$ cat src/rtl/fnd_sched_pkg.sv
// Shared types, widths and helpers for the FND display scheduler.
package fnd_sched_pkg;

    localparam int DISP_W = 14;
    localparam int SEL_W  = 2;
    localparam logic [DISP_W-1:0] DISP_MAX = 14'd9999;

    typedef enum logic [1:0] {
        ST_AUTO     = 2'd0,
        ST_MANUAL   = 2'd1,
        ST_OVERRIDE = 2'd2
    } sched_state_t;

    function automatic logic [DISP_W-1:0] clamp_disp(input logic [DISP_W-1:0] v);
        return (v > DISP_MAX) ? DISP_MAX : v;
    endfunction

    // Priority encoder: lowest requesting source wins the display.
    function automatic logic [SEL_W-1:0] lowest_idx(input logic [3:0] v);
        logic [SEL_W-1:0] idx;
        casez (v)
            4'b???1: idx = 2'd0;
            4'b??10: idx = 2'd1;
            4'b?100: idx = 2'd2;
            4'b1000: idx = 2'd3;
            default: idx = 2'd0;
        endcase
        return idx;
    endfunction

endpackage

$ cat src/rtl/fnd_tick_gen.sv
// Prescaler producing a 1-cycle tick every TICK_CYC clocks; i_clr restarts the period.
module fnd_tick_gen #(
    parameter int TICK_CYC = 100_000
) (
    input  logic clk,
    input  logic rst,
    input  logic i_clr,
    output logic o_tick
);

    localparam int PW = (TICK_CYC > 1) ? $clog2(TICK_CYC) : 1;
    localparam logic [PW-1:0] PRESC_LAST = PW'(TICK_CYC - 1);

    logic [PW-1:0] presc_r;

    // Prescaler counter, wraps at the last cycle of each tick period.
    always_ff @(posedge clk) begin
        if (rst) begin
            presc_r <= {PW{1'b0}};
        end else if (i_clr || (presc_r == PRESC_LAST)) begin
            presc_r <= {PW{1'b0}};
        end else begin
            presc_r <= presc_r + {{(PW-1){1'b0}}, 1'b1};
        end
    end

    assign o_tick = (presc_r == PRESC_LAST);

endmodule

$ cat src/rtl/fnd_display_scheduler.sv
// Time-shares a 4-digit FND display among NUM_SRC value sources with
// auto-rotation, manual stepping and update-triggered override.
module fnd_display_scheduler
    import fnd_sched_pkg::*;
#(
    parameter int NUM_SRC      = 3,
    parameter int TICK_CYC     = 100_000,
    parameter int ROTATE_TICKS = 3000,
    parameter int HOLD_TICKS   = 2000
) (
    input  logic                      clk,
    input  logic                      rst,
    input  logic [NUM_SRC*DISP_W-1:0] i_src_data,
    input  logic [NUM_SRC-1:0]        i_src_upd,
    input  logic                      i_mode_btn,
    input  logic                      i_next_btn,
    output logic [DISP_W-1:0]         o_counter,
    output logic [SEL_W-1:0]          o_src_sel,
    output logic                      o_mode,
    output logic                      o_ovr
);

    localparam int MAX_TICKS = (ROTATE_TICKS > HOLD_TICKS) ? ROTATE_TICKS : HOLD_TICKS;
    localparam int CNT_W     = $clog2(MAX_TICKS + 1);
    localparam logic [CNT_W-1:0] ROT_LAST  = CNT_W'(ROTATE_TICKS - 1);
    localparam logic [CNT_W-1:0] HOLD_LAST = CNT_W'(HOLD_TICKS - 1);
    localparam logic [SEL_W-1:0] SEL_LAST  = SEL_W'(NUM_SRC - 1);

    sched_state_t     state_r, state_n_s;
    logic [SEL_W-1:0] sel_r, sel_n_s, saved_sel_r, saved_sel_n_s, sel_inc_s;
    logic             ret_manual_r, ret_manual_n_s;
    logic             mode_r, ovr_r;
    logic [CNT_W-1:0] tick_cnt_r;
    logic             tick_s, clr_s, expire_s;
    logic [3:0]       upd_s;
    logic [DISP_W-1:0] sel_data_s, counter_r;

    fnd_tick_gen #(.TICK_CYC(TICK_CYC)) u_tick_gen (
        .clk    (clk),
        .rst    (rst),
        .i_clr  (clr_s),
        .o_tick (tick_s)
    );

    assign upd_s     = 4'(i_src_upd);
    assign sel_inc_s = (sel_r == SEL_LAST) ? {SEL_W{1'b0}} : sel_r + 2'd1;

    // Dwell/hold expiry; MANUAL has no timer.
    always_comb begin
        case (state_r)
            ST_AUTO:     expire_s = tick_s && (tick_cnt_r == ROT_LAST);
            ST_OVERRIDE: expire_s = tick_s && (tick_cnt_r == HOLD_LAST);
            default:     expire_s = 1'b0;
        endcase
    end

    // Next-state logic; the if-chain order sets event priority.
    always_comb begin
        state_n_s      = state_r;
        sel_n_s        = sel_r;
        saved_sel_n_s  = saved_sel_r;
        ret_manual_n_s = ret_manual_r;
        clr_s          = 1'b0;
        if (|upd_s) begin
            if (state_r != ST_OVERRIDE) begin
                saved_sel_n_s  = sel_r;
                ret_manual_n_s = (state_r == ST_MANUAL);
            end else begin
                saved_sel_n_s  = saved_sel_r;
            end
            state_n_s = ST_OVERRIDE;
            sel_n_s   = lowest_idx(upd_s);
            clr_s     = 1'b1;
        end else if (expire_s) begin
            clr_s = 1'b1;
            if (state_r == ST_OVERRIDE) begin
                state_n_s = ret_manual_r ? ST_MANUAL : ST_AUTO;
                sel_n_s   = saved_sel_r;
            end else begin
                sel_n_s   = sel_inc_s;
            end
        end else if (i_mode_btn) begin
            case (state_r)
                ST_AUTO: begin
                    state_n_s = ST_MANUAL;
                    clr_s     = 1'b1;
                end
                ST_MANUAL: begin
                    state_n_s = ST_AUTO;
                    clr_s     = 1'b1;
                end
                ST_OVERRIDE: ret_manual_n_s = ~ret_manual_r;
                default: begin
                    state_n_s = ST_AUTO;
                    clr_s     = 1'b1;
                end
            endcase
        end else if (i_next_btn && (state_r == ST_MANUAL)) begin
            sel_n_s = sel_inc_s;
        end else begin
            sel_n_s = sel_r;
        end
    end

    // Scheduler state, selection and mode/override output registers.
    always_ff @(posedge clk) begin
        if (rst) begin
            state_r      <= ST_AUTO;
            sel_r        <= {SEL_W{1'b0}};
            saved_sel_r  <= {SEL_W{1'b0}};
            ret_manual_r <= 1'b0;
            mode_r       <= 1'b0;
            ovr_r        <= 1'b0;
        end else begin
            state_r      <= state_n_s;
            sel_r        <= sel_n_s;
            saved_sel_r  <= saved_sel_n_s;
            ret_manual_r <= ret_manual_n_s;
            mode_r       <= (state_n_s == ST_OVERRIDE) ? ret_manual_n_s : (state_n_s == ST_MANUAL);
            ovr_r        <= (state_n_s == ST_OVERRIDE);
        end
    end

    // Tick counter for rotate dwell and override hold.
    always_ff @(posedge clk) begin
        if (rst) begin
            tick_cnt_r <= {CNT_W{1'b0}};
        end else if (clr_s) begin
            tick_cnt_r <= {CNT_W{1'b0}};
        end else if (tick_s && (state_r != ST_MANUAL)) begin
            tick_cnt_r <= tick_cnt_r + {{(CNT_W-1){1'b0}}, 1'b1};
        end else begin
            tick_cnt_r <= tick_cnt_r;
        end
    end

    assign sel_data_s = i_src_data[DISP_W*int'(sel_r) +: DISP_W];

    // Clamped display value from the live data of the selected source.
    always_ff @(posedge clk) begin
        if (rst) begin
            counter_r <= {DISP_W{1'b0}};
        end else begin
            counter_r <= clamp_disp(sel_data_s);
        end
    end

    assign o_counter = counter_r;
    assign o_src_sel = sel_r;
    assign o_mode    = mode_r;
    assign o_ovr     = ovr_r;

endmodule

$ cat config.mk
export PLATFORM = sky130hd
export DESIGN_NAME = fnd_display_scheduler
export DESIGN_NICKNAME = d
export VERILOG_FILES = /design/src/rtl/fnd_sched_pkg.sv /design/src/rtl/fnd_tick_gen.sv /design/src/rtl/fnd_display_scheduler.sv
export SDC_FILE = /design/constraint.sdc
export NUM_CORES = 1
export LEC_CHECK = 0
export ABC_AREA = 1
export BUFFER_PORTS_ARGS = -buffer_cell sky130_fd_sc_hd__buf_2
export CAP_MARGIN = 20
export CORE_ASPECT_RATIO = 1.25
export CORE_UTILIZATION = 48
export DETAILED_ROUTE_END_ITERATION = 8
export GPL_ROUTABILITY_DRIVEN = 0
export GPL_TIMING_DRIVEN = 0
export PLACE_DENSITY = 0.82
export SYNTH_ARGS = -nofsm -noshare
export SYNTH_HDL_FRONTEND = slang
export SYNTH_SLANG_ARGS = --single-unit
$ cat constraint.sdc
create_clock -name clk -period 1.8 [get_ports clk]
set_input_delay 0.18 -clock clk [delete_from_list [all_inputs] [get_ports clk]]
set_output_delay 0.18 -clock clk [all_outputs]
set_load 0.01 [all_outputs]
==> reports/qor.csv <==
metric,value,unit
grt_pass1_wl,10990,um
numCtsBuffers,5,
internal_power,1623,uW
relSlewSlack,0.6965,
drive_above_1_share,0.3019,
cts-root-buf,clkbuf_8,
grt.overflow.total,0,
cp.arrival,1.96,ns
core,0.005405,sq mm
p_seq_frac,0.535,
grt_pass1_vias,2705,
critPathTopFamily,simple AND/OR/NAND/NOR gates,
setup_viol,0,
startpoint,u_tick_gen.presc_r[11]$_SDFF_PP0_,
yosys_warnings,0,
p_sw,639.3,uW
cts_tree,done,
rr_worst_depth,11,
critPathSlowestCell,dfxtp_1,
yosys_register_bits,52,
hold_viol_final,0,
reg2reg_from,u_tick_gen.presc_r[11]$_SDFF_PP0_,
fin_area,0.003471,sq mm
grt_max_degree,19,
synthesis.nets,440,
antenna_found_initial,0,
cts_buffer_depth,2,
dr.pass1.iters,4,
p_leak,0.001442,uW
synth_edf_count,0,
num-nets-final,527,
syn-instance-count,389,
cts.clk_slew.worst_paths,0.10,ns
drt_iter0_drc,110,
area_delta_synth_final,28.84,%
max-vdd-ir-drop,0.6120,mV
maxCapViolCount,0,
clock_power_share,0.310,
post-route-min-period,1.749,ns
seq_area_frac_synth,0.3864,
cts_hold_buf,0,
worstPathCellList,"inv_1, nand2_1, nor2_2, nand3_4, nor2_4, nand2_4, nand4_4, inv_2, o21ai_4, buf_6, nor2_1",
syn_area,0.002694,sq mm
whs,0.1488,ns
slowest_delay,0.35,ns
io_pins,67,
synthFlopType,dfxtp_1,
status,finished clean,
synth_top_cell_by_area,dfxtp_1,
path_max_fanout,7,
fill_cells,469,
power_switching_share,0.2826,
worst_pin_slew,0.4553,ns
place_inst,518,
synth_area_leaders,"dfxtp_1 39%, nand2_1 13%, nor2_1 7.5%",
p_per_area,651.8,mW/mm^2
rows,30,
startpoint_type,register,
hold_class,input port to register,
fmax,571.8,MHz
criticalPathCategory,register to register,
syn_avg_cell_area,6.925,sq um
post-route-drc-count,0,
routed_wirelength,7056,um
antenna_cells,0,
hpwl,4885,um
die_h,85.76,um
hold_start,i_src_upd[0],
clkLatencyLatePin,0.31,ns
die_area,0.005918,sq mm
holdPathStages,4,
worst-path-stages,11,
end_kind,register,
numPortBuffers,65,
synth.distinct_cells,32,
start_util,0.4984,
required,2.01,ns
die_w,69.01,um
maxSlewViolCount,0,
cts_sinks,52,
finClkSkew,0.008961,ns
cp_num_buf_inv,3,
yosysTopAreaCellShare,0.3864,
p_comb_frac,0.155,
synthArstFlopShare,0,
wl_per_cell,13.04,um
min_period_over_period,0.9717,
htreeDepth,2,
vias,2872,
tns,0,ns
track_usage,0.2259,
avgViaCountPerCell,5.309,
ant_nets,0,
place_area,0.003099,sq mm
fin_cells,541,
==> sequential cells by signal, indices dropped and copies added (netlist names) <==
signal	cells
o_counter	14
o_mode	1
o_ovr	1
o_src_sel	2
ret_manual_r	1
saved_sel_r	2
state_r	2
tick_cnt_r	12
u_tick_gen.presc_r	17
==> final cells by class <==
type                            count  area [sq um]  area share
Multi-Input combinational cell    281          1539      0.4434
Clock buffer                        5         68.82     0.01983
Tap cell                           64         80.08     0.02307
Buffer                              6         53.80     0.01550
Sequential cell                    52          1072      0.3089
Inverter                           50         192.7     0.05552
Timing Repair Buffer               80         439.2      0.1265
Clock inverter                      3         25.02    0.007210
==> layout by cell type (no fill, tap or decap), types with 4 or more instances in the layout <==
| cell type | netlist | final |
|---|---|---|
| buf_2 | 3 | 67 |
| inv_1 | 47 | 45 |
| xor2_1 | 10 | 10 |
| dfxtp_2 | 0 | 7 |
| nor3_1 | 9 | 8 |
| dfxtp_4 | 0 | 6 |
| nor2_2 | 2 | 6 |
| nand3_1 | 31 | 28 |
| dfxtp_1 | 52 | 39 |
| nand4_1 | 9 | 9 |
| nor2_4 | 4 | 7 |
| xnor2_1 | 5 | 5 |
| o21ai_0 | 13 | 12 |
| nor2_1 | 54 | 47 |
| a22o_1 | 4 | 4 |
| clkbuf_8 | 0 | 5 |
| a21oi_1 | 30 | 30 |
| buf_6 | 1 | 5 |
| nand2_1 | 90 | 88 |
| buf_4 | 1 | 13 |
==> worst paths after layout <==
path                                                         end  slack [ns]
worst max-delay path            u_tick_gen.presc_r[4]$_SDFF_PP0_        0.05
worst min-delay path                   o_src_sel[1]$_SDFFE_PP0P_        0.15
worst max register to register  u_tick_gen.presc_r[4]$_SDFF_PP0_        0.05
worst min register to register        tick_cnt_r[9]$_SDFFE_PP0P_        0.48
==> cell usage after synthesis (2+ instances only) <==
cell type and instances:
nor2_4 4, nor3_1 9, nor3_2 2, a22o_1 4
inv_1 47, nand2_2 3, nor2_2 2, xnor2_1 5
inv_2 3, a221oi_1 2, nor4_1 2, a21oi_1 30
dfxtp_1 52, nor2_1 54, buf_2 3, nand3_2 2
nand4_1 9, xor2_1 10, nand3_1 31, o21ai_0 13
nand2_1 90, ha_1 2
==> worst min-delay path: stages <==
cell,delay (ns)
buf_2,0.09
nor2_1,0.05
nand2_1,0.05
a21oi_1,0.05
==> logic make-up after synthesis <==
logic type | count (synthesis) | synth area share
simple gates | 212 | 0.3609
buf+inv | 56 | 0.08360
compound gates | 52 | 0.1110
flops | 52 | 0.3864
xor+xnor | 15 | 0.04877
fa+ha+maj | 2 | 0.009288
==> what timing repair did <==
action | CTS | global route
gates cloned | 1 | 1
buffers inserted | 3 | 10
gates resized for setup | 21 | 35
setup endpoints to repair | 47 | 42
pin swaps | 1 | 9
==> power by group through the flow <==
stage / Clock, uW / Sequential (uW) / Combinational, uW
2_1_floorplan: 0 / 1260 / 159
3_3_place_gp: 0 / 1240 / 301
5_1_grt: 756 / 1210 / 391
4_1_cts: 706 / 1210 / 320
6_report: 702 / 1210 / 350
3_5_place_dp: 0 / 1240 / 310
==> through the flow <==
stage                     total power [uW]    util  worst slack [ns]
after CTS                             2239  0.6097          0.008924
after global routing                  2360  0.6421          -0.04999
after floorplan                       1418       -           0.05506
after detailed placement              1548  0.5734           -0.2124
after global placement                1540  0.5734           -0.1873
final                                 2262  0.6421           0.05101
==> metal layers <==
layer,up-vias,track usage,share of wire
met4,0,0.07978,0.025
met1,1311,0.2282,0.39
met2,112,0.4484,0.53
met5,-,0,0
li1,1428,-,-
met3,21,0.04935,0.060
Power figures use the tool's default switching activity.
